==> src/rtl/memory_stage_ctrl_pkg.sv <==
// Shared CPU types and the memory-stage controller state encoding.
package memory_stage_ctrl_pkg;

    localparam int unsigned WORD_W = 32;
    localparam int unsigned REG_W  = 5;

    typedef logic [WORD_W-1:0] word_t;
    typedef logic [REG_W-1:0]  regbits_t;

    typedef enum logic [1:0] {
        IDLE   = 2'd0,
        ACCESS = 2'd1,
        DONE   = 2'd2,
        HALT   = 2'd3
    } memstate_t;

endpackage

==> src/rtl/memory_stage_ctrl.sv <==
// MEM-stage controller: issues dcache requests, holds them until dhit, captures
// the load word, drives the memory latch enable/stall and sequences halt.
module memory_stage_ctrl
    import memory_stage_ctrl_pkg::*;
#(
    parameter int unsigned CNT_W = 32
) (
    input  logic             CLK,
    input  logic             nRST,
    input  logic             exmem_dREN,
    input  logic             exmem_dWEN,
    input  logic [31:0]      exmem_addr,
    input  logic [31:0]      exmem_store,
    input  logic             exmem_halt,
    input  logic             advance_in,
    input  logic             dhit,
    input  logic [31:0]      dmemload,
    output logic             dmemREN,
    output logic             dmemWEN,
    output logic [31:0]      dmemaddr,
    output logic [31:0]      dmemstore,
    output logic [31:0]      dload,
    output logic             mem_en,
    output logic             mem_stall,
    output logic             halt_out,
    output logic [CNT_W-1:0] dacc_count
);

    memstate_t        r_state;
    memstate_t        w_next;
    word_t            r_dload;
    logic [CNT_W-1:0] r_count;
    logic             r_halt;
    logic             w_req;
    logic             w_capture;
    logic             w_set_halt;

    assign w_req     = exmem_dREN | exmem_dWEN;
    assign dmemaddr  = exmem_addr;
    assign dmemstore = exmem_store;

    // Next state and combinational outputs; write wins over read when both set.
    always_comb begin
        w_next     = r_state;
        w_capture  = 1'b0;
        w_set_halt = 1'b0;
        dmemREN    = 1'b0;
        dmemWEN    = 1'b0;
        mem_en     = 1'b0;
        mem_stall  = 1'b0;
        unique case (r_state)
            IDLE: begin
                if (w_req) begin
                    dmemWEN   = exmem_dWEN;
                    dmemREN   = exmem_dREN & ~exmem_dWEN;
                    mem_stall = 1'b1;
                    if (dhit) begin
                        w_capture = 1'b1;
                        w_next    = DONE;
                    end else begin
                        w_next    = ACCESS;
                    end
                end else begin
                    mem_en = advance_in;
                    if (exmem_halt && advance_in) begin
                        w_set_halt = 1'b1;
                        w_next     = HALT;
                    end
                end
            end
            ACCESS: begin
                dmemWEN   = exmem_dWEN;
                dmemREN   = exmem_dREN & ~exmem_dWEN;
                mem_stall = 1'b1;
                if (dhit) begin
                    w_capture = 1'b1;
                    w_next    = DONE;
                end
            end
            DONE: begin
                mem_en    = advance_in;
                mem_stall = ~advance_in;
                if (advance_in) begin
                    if (exmem_halt) begin
                        w_set_halt = 1'b1;
                        w_next     = HALT;
                    end else begin
                        w_next     = IDLE;
                    end
                end
            end
            HALT: begin
                mem_stall = 1'b1;
            end
            default: begin
                w_next = IDLE;
            end
        endcase
    end

    // State, captured load word, sticky halt and wrapping access counter.
    always_ff @(posedge CLK or negedge nRST) begin
        if (!nRST) begin
            r_state <= IDLE;
            r_dload <= '0;
            r_count <= '0;
            r_halt  <= 1'b0;
        end else begin
            r_state <= w_next;
            if (w_capture) begin
                r_dload <= dmemload;
                r_count <= r_count + CNT_W'(1);
            end
            if (w_set_halt) begin
                r_halt <= 1'b1;
            end
        end
    end

    assign dload      = r_dload;
    assign dacc_count = r_count;
    assign halt_out   = r_halt;

endmodule

==> config.mk <==
export PLATFORM = sky130hd
export DESIGN_NAME = memory_stage_ctrl
export DESIGN_NICKNAME = d
export VERILOG_FILES = /design/src/rtl/memory_stage_ctrl_pkg.sv /design/src/rtl/memory_stage_ctrl.sv
export SDC_FILE = /design/constraint.sdc
export NUM_CORES = 1
export LEC_CHECK = 0
export CAP_MARGIN = 0
export CORE_MARGIN = 1.5
export CORE_UTILIZATION = 39
export CTS_CLUSTER_DIAMETER = 40
export DETAILED_ROUTE_END_ITERATION = 10
export PLACE_DENSITY = 0.87
export REMOVE_ABC_BUFFERS = 1
export SYNTH_ARGS = -nofsm -noshare
export SYNTH_HDL_FRONTEND = slang
export SYNTH_SLANG_ARGS = --single-unit
==> constraint.sdc <==
create_clock -name CLK -period 5.7 [get_ports CLK]
set_clock_uncertainty 0.15 [all_clocks]
set_input_delay 1.14 -clock CLK [delete_from_list [all_inputs] [get_ports CLK]]
set_output_delay 1.14 -clock CLK [all_outputs]
set_load 0.005 [all_outputs]
==> run_results.csv, run 1 <==
group,metric,value,unit
synthesis,synth-compound-area-share,0.0235,
worst_hold_path,hp-class,"flop to flop",
finish,nNetsFinal,521,
finish,diodes,0,
synthesis,synth-seq-cells,67,
synthesis,synth_area_per_cell,9.47,sq um
synthesis,muxShareOfSynthArea,0.00641,
critical_path,r2r_start,"r_state[0]",
power,vdd_drop_max,0.205,mV
timing,slew_headroom,0.123,
grt,grt_max_degree,68,
clocking,clk_latency,350,ps
timing,fmax,0.248,GHz
clocking,cts.sinks,67,
critical_path,r2r-end,"dacc_count[31]",
critical_path,worstPathArrival,2740,ps
placed_design,hpwlAfterDp,11400,um
floorplanning,fp-row-count,34,
clocking,cts_inserted_buffers,9,
grt,grt_pass1_wl,19600,um
synthesis,synth-edff-count,0,
finish,final_layout_size_suffix_gt1_frac,0.0505,
critical_path,crit_end,"mem_en",
synthesis,ys_warn_count,0,
synthesis,ys_async_sr_fraction,1.00,
power,leakagePower,1.94,nW
critical_path,r2r_cells,6,
flow_run,maxCapViolCount,0,
timing,tns,0,ps
grt,gr-total-overflow,0,
grt,grt_util_all_layers,0.293,
critical_path,cp.required,4410,ps
power,powerDensity,406,nW/um^2
placed_design,place.gp.congestion,0.994,
synthesis,synth-simple-area-share,0.232,
critical_path,reg2reg_slack,3040,ps
timing,fin_crit,4030,ps
clocking,cts_root_buf,"clkbuf_8",
critical_path,cp_max_fo,5,
timing,min_period_over_period,0.706,
route,route.detailed.drc,0,
floorplanning,die_h,97.9,um
route,routedWlPerCell,26.4,um
route,via_per_inst,5.21,
finish,area_growth,22.8,%
floorplanning,start_util,0.403,
synthesis,synthTopCellsByCount,"nand2_1 (107), dfrtp_1 (67), buf_4 (65)",
synthesis,syn_inst,371,
synthesis,synthAdderAreaFrac,0.0178,
floorplanning,die-width,97.9,um
critical_path,startpoint,"exmem_dWEN",
synthesis,synth-seq-area-share,0.477,
grt,grt_pass1_vias,2665,
timing,worst_pin_slew,1320,ps
floorplanning,io_pins,236,
floorplanning,coreArea,8720,sq um
floorplanning,die_area,9580,sq um
power,p_total,1.75,mW
synthesis,synth_area,3510,sq um
route,dr.pass1.iters,4,
timing,slew_violations,0,
critical_path,end_kind,"primary output",
timing,hold_viol_final,0,
timing,setup-violations-final,0,
route,routed_wl,13800,um
clocking,clk_pin_slew,70,ps
synthesis,synth_top_family_by_area,"simple AND/OR/NAND/NOR gates",
clocking,post_cts_resized,0,
synthesis,synth_top_area_share,0.477,
clocking,cts_max_path_buffers,2,
synthesis,yosysTopAreaCell,"dfrtp_1",
clocking,cts_tree,"built",
synthesis,ys.flop_type,"dfrtp_1",
status,status,"finished, final reports clean",
clocking,cts_setup_buffers,0,
route,dr.first_iter.drc_count,149,
critical_path,path_class,"primary input to primary output",
clocking,h-tree-depth,3,
synthesis,synth_area_leaders,"dfrtp_1 (48%), buf_4 (14%), nand2_1 (11%)",
placed_design,placement.io_buffers,107,
critical_path,startpoint_type,"primary input",
synthesis,synth_xor_xnor_area_share,0.0773,
route,vias,2728,
finish,final_util,0.494,
timing,rsz0062_at_grt,"no",
route,ant_nets,0,
grt,antenna_found_initial,0,
synthesis,yosysMostFrequentCell,"nand2_1",
clocking,cts_hold_buf,0,
synthesis,ys_types,31,
## cell families after synthesis
family / Yosys count
simple gates: 174
xor+xnor: 31
fa+ha+maj: 5
flops: 67
buf+inv: 83
compound gates: 9
mux: 2
## worst min-delay path by stage
stage                   start        end  slack (ps)  depth (start not counted)
finish               halt_out   halt_out         320                          1
global route         halt_out   halt_out         340                          1
CTS                  halt_out   halt_out         330                          1
detailed placement   halt_out   halt_out         310                          1
global placement    dload[19]  dload[19]         310                          2
floorplan            halt_out   halt_out         300                          1
## sequential cells by signal, summed over array words and instances, names as in the netlist
register / count
halt_out: 1
r_state: 2
dload: 32
dacc_count: 32
## per-layer routing
| metal | GRT usage | share of wire |
|---|---|---|
| met2 | 0.489 | 0.50 |
| met5 | 0.0205 | 0 |
| met1 | 0.215 | 0.24 |
| met4 | 0.124 | 0.036 |
| met3 | 0.298 | 0.22 |
## critical path: stages
cell             delay (ps)
clkdlybuf4s50_1         500
nor3b_1                 400
o21a_1                  190
clkdlybuf4s50_1         510
## cell usage in the layout, fill, tap and decap left out
cell type / synthesis / final
nor2_1: 5 / 5
and4_1: 4 / 4
nor4_1: 1 / 1
a21oi_1: 3 / 3
ha_1: 5 / 5
and3_1: 7 / 7
clkbuf_1: 4 / 1
clkdlybuf4s50_1: 0 / 106
inv_1: 5 / 5
and2_1: 6 / 6
buf_2: 4 / 1
nor3_1: 5 / 5
xor2_1: 2 / 2
dfrtp_1: 67 / 67
nand4_4: 1 / 1
o211ai_2: 1 / 1
mux2_2: 2 / 2
nand3_1: 14 / 14
buf_4: 65 / 2
o21a_1: 1 / 1
xnor2_1: 29 / 29
nor3b_1: 3 / 3
a2111oi_4: 1 / 1
a21o_1: 1 / 1
clkbuf_8: 0 / 9
o22ai_1: 1 / 1
nand4_1: 18 / 18
a31oi_1: 1 / 1
clkinv_2: 0 / 4
nand2b_1: 2 / 2
nand2_1: 107 / 107
nor2b_1: 1 / 1
## final cells by class
cell class | instances | area, sq um
fill | 818 | 4410
tap | 108 | 135
clock inverter | 4 | 20.0
sequential | 67 | 1680
clock buffer | 10 | 128
multi-input combinational | 221 | 1250
timing repair buffer | 109 | 1080
inverter | 5 | 18.8
## per-stage QoR
step	area (sq um)	setup slack, ps	instances	hold slack, ps
final	4310	1670	524	322
after global routing	4310	1580	524	343
after CTS	4310	1700	524	327
after floorplan	2950	2840	293	301
after global placement	4160	1720	510	306
after detailed placement	4160	1720	510	310
## where the power goes
part	leakage, nW	switching (mW)	internal, mW	total (mW)
registers	0.870	0.0943	0.610	0.704
clock network	0.0815	0.177	0.150	0.327
logic	0.985	0.336	0.384	0.720
total	1.94	0.607	1.14	1.75
No activity file was read; power rests on OpenSTA's default activity.
==> run 2: changes to the inputs <==
Settings changed: CORE_UTILIZATION 39 to 36, PLACE_DENSITY 0.87 to 0.81.
Clock period 5.7 ns to 4.01 ns, I/O delays scaled along.
==> run_results.csv, run 2 (same netlist as run 1, synthesis figures left out) <==
group,metric,value,unit
route,m1WireLength,3460,um
worst_hold_path,min_to,"halt_out",
finish,final_cell_mix,"nand2_1 (107), clkdlybuf4s50_1 (106), dfrtp_1 (67)",
placed_design,placedCellCount,533,
grt,grt_pass1_vias,2674,
critical_path,path_class,"primary input to primary output",
critical_path,worstPathArrival,2320,ps
grt,grt_util_all_layers,0.294,
route,via_per_inst,4.97,
timing,tns,0,ps
power,switching_share,0.335,
timing,setup-violations-final,0,
power,powerDensity,601,nW/um^2
placed_design,hpwlAfterDp,12700,um
grt,gr-total-overflow,0,
critical_path,r2r_cells,7,
route,vias,2729,
grt,grt_max_degree,48,
floorplanning,die_h,102,um
clocking,clk_pin_slew,80,ps
finish,final_cell_count_no_fill,549,
power,vdd_drop_max,0.199,mV
critical_path,end_kind,"primary output",
worst_hold_path,holdPathStages,1,
critical_path,cp_max_fo,5,
timing,hold_viol_final,0,
clocking,cts_inserted_buffers,9,
floorplanning,fp-row-count,35,
finish,nNetsFinal,523,
critical_path,startpoint_type,"primary input",
finish,area_growth,26.1,%
finish,layout_commonest_cell,"nand2_1",
status,status,"finished, final reports clean",
clocking,cts_max_path_buffers,2,
grt,grt_pass1_wl,20100,um
route,route.detailed.drc,0,
route,top_layer_used,"met5",
power,intPower,1.77,mW
placed_design,placement.io_buffers,107,
power,p_clk_frac,0.240,
timing,fin_crit,3270,ps
power,leakagePower,1.97,nW
clocking,cts_hold_buf,0,
grt,antenna_found_initial,0,
floorplanning,start_util,0.377,
placed_design,place.gp.congestion,0.865,
finish,nFillCells,860,
route,routed-wl-met2,6970,um
power,p_sw,892,uW
flow_run,maxCapViolCount,0,
route,wl_met3,3390,um
critical_path,cp.required,3060,ps
critical_path,r2r_start,"r_state[0]",
critical_path,r2r-end,"dacc_count[23]",
timing,worst_pin_slew,1070,ps
floorplanning,coreArea,9330,sq um
route,ant_nets,0,
worst_hold_path,hp-class,"flop to flop",
power,seq_power_share,0.375,
power,combPwrFrac,0.385,
route,routed_wl,14900,um
route,routedWlPerCell,27.2,um
floorplanning,die-width,102,um
timing,slew_headroom,0.290,
finish,final_util,0.475,
timing,setup_ws,737,ps
route,dr.first_iter.drc_count,54,
placed_design,dpl_worst_slack,745,ps
clocking,cts_root_buf,"clkbuf_8",
clocking,post_cts_resized,0,
timing,slew_violations,0,
clocking,h-tree-depth,3,
timing,min_period_over_period,0.816,
route,dr.pass1.iters,4,
clocking,cts.sinks,67,
critical_path,reg2reg_slack,1870,ps
timing,rsz0062_at_grt,"no",
worst_hold_path,worstHoldStart,"halt_out",
floorplanning,io_pins,236,
floorplanning,die_area,10400,sq um
timing,fmax,0.306,GHz
finish,diodes,0,
finish,final_layout_size_suffix_gt1_frac,0.0619,
clocking,cts_setup_buffers,0,
clocking,cts_tree,"built",
clocking,clk_latency,340,ps
[run 2: changes by cell type in the layout (fill, tap and decap cells not counted)]
cell        previous run  this run
clkinvlp_4             0         2
bufinv_16              0         2
inv_6                  0         1
clkinv_2               4         0
clkinv_4               0         2
buf_4                  2         4
clkbuf_1               1         0
[run 2: power groups by stage]
stage	Clock (mW)	Sequential, mW	Combinational [mW]
floorplan	0	1.01	0.430
global placement	0	0.994	0.990
detailed placement	0	1.01	1.03
CTS	0.648	0.998	1.03
global route	0.685	1.02	1.13
finish	0.639	0.999	1.02
[run 2: routing by layer]
| metal | track usage | up-vias |
|---|---|---|
| met5 | 0.0433 | - |
| met4 | 0.205 | 2 |
| met3 | 0.315 | 45 |
| met2 | 0.473 | 218 |
| met1 | 0.189 | 1241 |
| li1 | - | 1223 |
[run 2: how the worst max path moves through the flow]
stage / cells past startpoint / slack (ps) / from / endpoint
floorplan: 4 / 1660 / exmem_dREN / dacc_count[11]
global placement: 4 / 720 / exmem_dWEN / mem_en
detailed placement: 4 / 750 / exmem_dWEN / mem_en
CTS: 4 / 730 / exmem_dWEN / mem_en
global route: 4 / 640 / exmem_dWEN / mem_en
finish: 4 / 740 / exmem_dWEN / mem_en
[run 2: layout make-up]
| cell class | instances | area, sq um | share of cell area |
|---|---|---|---|
| clock buffers | 9 | 124 | 0.0280 |
| clock inverters | 7 | 101 | 0.0229 |
| inverters | 5 | 18.8 | 0.00424 |
| multi-input cells | 221 | 1250 | 0.283 |
| flip-flops and latches | 67 | 1680 | 0.378 |
| well taps | 129 | 161 | 0.0364 |
| repair buffers | 111 | 1100 | 0.247 |
[run 2: stage by stage]
step                cell area, sq um  hold WS [ps]  power, mW
floorplan                       2950           301       1.44
global placement                4210           294       1.98
CTS                             4430           323       2.68
global route                    4430           350       2.84
finish                          4430           328       2.66
detailed placement              4210           304       2.04
[run 2: critical path, cell delays in order]
cell and delay, ps:
clkdlybuf4s50_1 490, nor3b_1 350, o21a_1 180, clkdlybuf4s50_1 500
==> run 3: changes to the inputs <==
Clock period 4.01 ns to 3.2 ns, I/O delays scaled along.
==> run_results.csv, run 3 (same netlist as run 1, synthesis figures left out) <==
group,metric,value,unit
status,status,"finished, final reports clean",
placed_design,place.gp.congestion,0.901,
grt,antenna_found_initial,0,
finish,layout_commonest_cell,"nand2_1",
clocking,post_cts_resized,0,
floorplanning,io_pins,236,
timing,slew_headroom,0.447,
clocking,cts_max_path_buffers,2,
critical_path,cp_common_cell,"clkdlybuf4s50_1",
timing,fin_crit,2960,ps
timing,rsz0062_at_grt,"no",
floorplanning,die_h,102,um
placed_design,placement.io_buffers,107,
critical_path,r2r_start,"r_state[0]",
route,routedWlPerCell,26.9,um
floorplanning,start_util,0.377,
critical_path,cp_slowest_stage_delay,500,ps
route,route.detailed.drc,0,
clocking,clk_latency,340,ps
finish,final_area,4470,sq um
critical_path,reg2reg_slack,1070,ps
floorplanning,die-width,102,um
flow_run,maxCapViolCount,0,
clocking,cts_hold_buf,0,
timing,hold_viol_final,0,
grt,grt_pass1_vias,2651,
critical_path,worstPathArrival,2170,ps
route,dr.first_iter.drc_count,84,
route,ant_nets,0,
critical_path,cp.required,2410,ps
critical_path,end_kind,"primary output",
power,leakagePower,1.99,nW
critical_path,r2r_cells,7,
clocking,cts_inserted_buffers,9,
critical_path,crit_end,"mem_en",
worst_hold_path,hp-class,"primary input to async pin",
finish,diodes,0,
grt,grt_max_degree,36,
route,routed_wl,14800,um
timing,slew_violations,0,
clocking,cts_root_buf,"clkbuf_8",
placed_design,place_area,4220,sq um
clocking,cts.sinks,67,
critical_path,startpoint_type,"primary input",
route,via_per_inst,4.96,
power,powerDensity,761,nW/um^2
grt,grt_util_all_layers,0.289,
clocking,h-tree-depth,3,
timing,tns,0,ps
timing,min_period_over_period,0.926,
critical_path,r2r-end,"dacc_count[23]",
route,dr.pass1.iters,4,
critical_path,path_class,"primary input to primary output",
grt,grt_pass1_wl,19700,um
grt,gr-total-overflow,0,
placed_design,hpwlAfterDp,12600,um
critical_path,path_cells,"clkdlybuf4s50_1, nor3b_1, o21a_1, clkdlybuf4s50_1",
floorplanning,coreArea,9330,sq um
critical_path,cp_max_fo,5,
finish,final_layout_size_suffix_gt1_frac,0.0619,
critical_path,startpoint,"exmem_dWEN",
clocking,cts_setup_buffers,0,
clocking,cts_tree,"built",
timing,fmax,0.338,GHz
finish,nNetsFinal,523,
power,vdd_drop_max,0.261,mV
power,p_total,3.40,mW
finish,area_growth,27.1,%
timing,setup-violations-final,0,
clocking,clk_pin_slew,80,ps
floorplanning,fp-row-count,35,
floorplanning,die_area,10400,sq um
finish,final_cell_mix,"nand2_1 (107), clkdlybuf4s50_1 (106), dfrtp_1 (67)",
route,vias,2721,
timing,worst_pin_slew,829,ps
critical_path,slowest_stage,"clkdlybuf4s50_1",
==> run 3: cell count changes in the layout (fill, tap and decap cells not counted) <==
| cell | change |
|---|---|
| buf_12 | +1 |
| buf_4 | -1 |
| bufinv_16 | +1 |
| clkinvlp_4 | -1 |
==> run 3: critical path: cells and delay by family <==
| family | cells | cell delay, ps |
|---|---|---|
| buf+inv | 2 | 990 |
| simple gates | 1 | 360 |
| compound gates | 1 | 180 |
==> run 3: final cells by class <==
cell class                      instances  area [sq um]
Sequential cell                        67          1680
Clock buffer                            9           124
Fill cell                             875          4860
Inverter                                5          18.8
Timing Repair Buffer                  111          1110
Tap cell                              129           161
Clock inverter                          7           124
Multi-Input combinational cell        221          1250
==> run 3: through the flow <==
stage / cells / hold slack [ps] / worst slack (ps) / util
2_1_floorplan: 293 / 194 / 1010 / -
3_3_place_gp: 533 / 295 / 247 / 0.452
3_5_place_dp: 533 / 306 / 262 / 0.452
4_1_cts: 549 / 251 / 255 / 0.479
5_1_grt: 549 / 286 / 102 / 0.479
6_report: 549 / 239 / 238 / 0.479
==> run 3: report_power, final <==
group | leakage, nW | internal, mW | total [mW] | switching, mW
Combinational | 0.999 | 0.692 | 1.28 | 0.584
Sequential | 0.870 | 1.09 | 1.25 | 0.165
Clock | 0.120 | 0.523 | 0.871 | 0.348
Total | 1.99 | 2.30 | 3.40 | 1.10
==> run 3: layer usage <==
layer / up-vias / wire [um] / track usage
met5: - / 40 / 0.0529
met4: 2 / 887 / 0.151
met3: 42 / 3370 / 0.313
met2: 222 / 7100 / 0.479
met1: 1229 / 3360 / 0.190
li1: 1226 / - / -
==> run 3: how the worst min path moves through the flow <==
stage	to	slack [ps]	cells past startpoint
finish	dacc_count[23]	240	1
global route	dacc_count[23]	290	1
detailed placement	halt_out	310	1
global placement	halt_out	290	1
floorplan	dacc_count[0]	190	0
CTS	dacc_count[23]	250	1
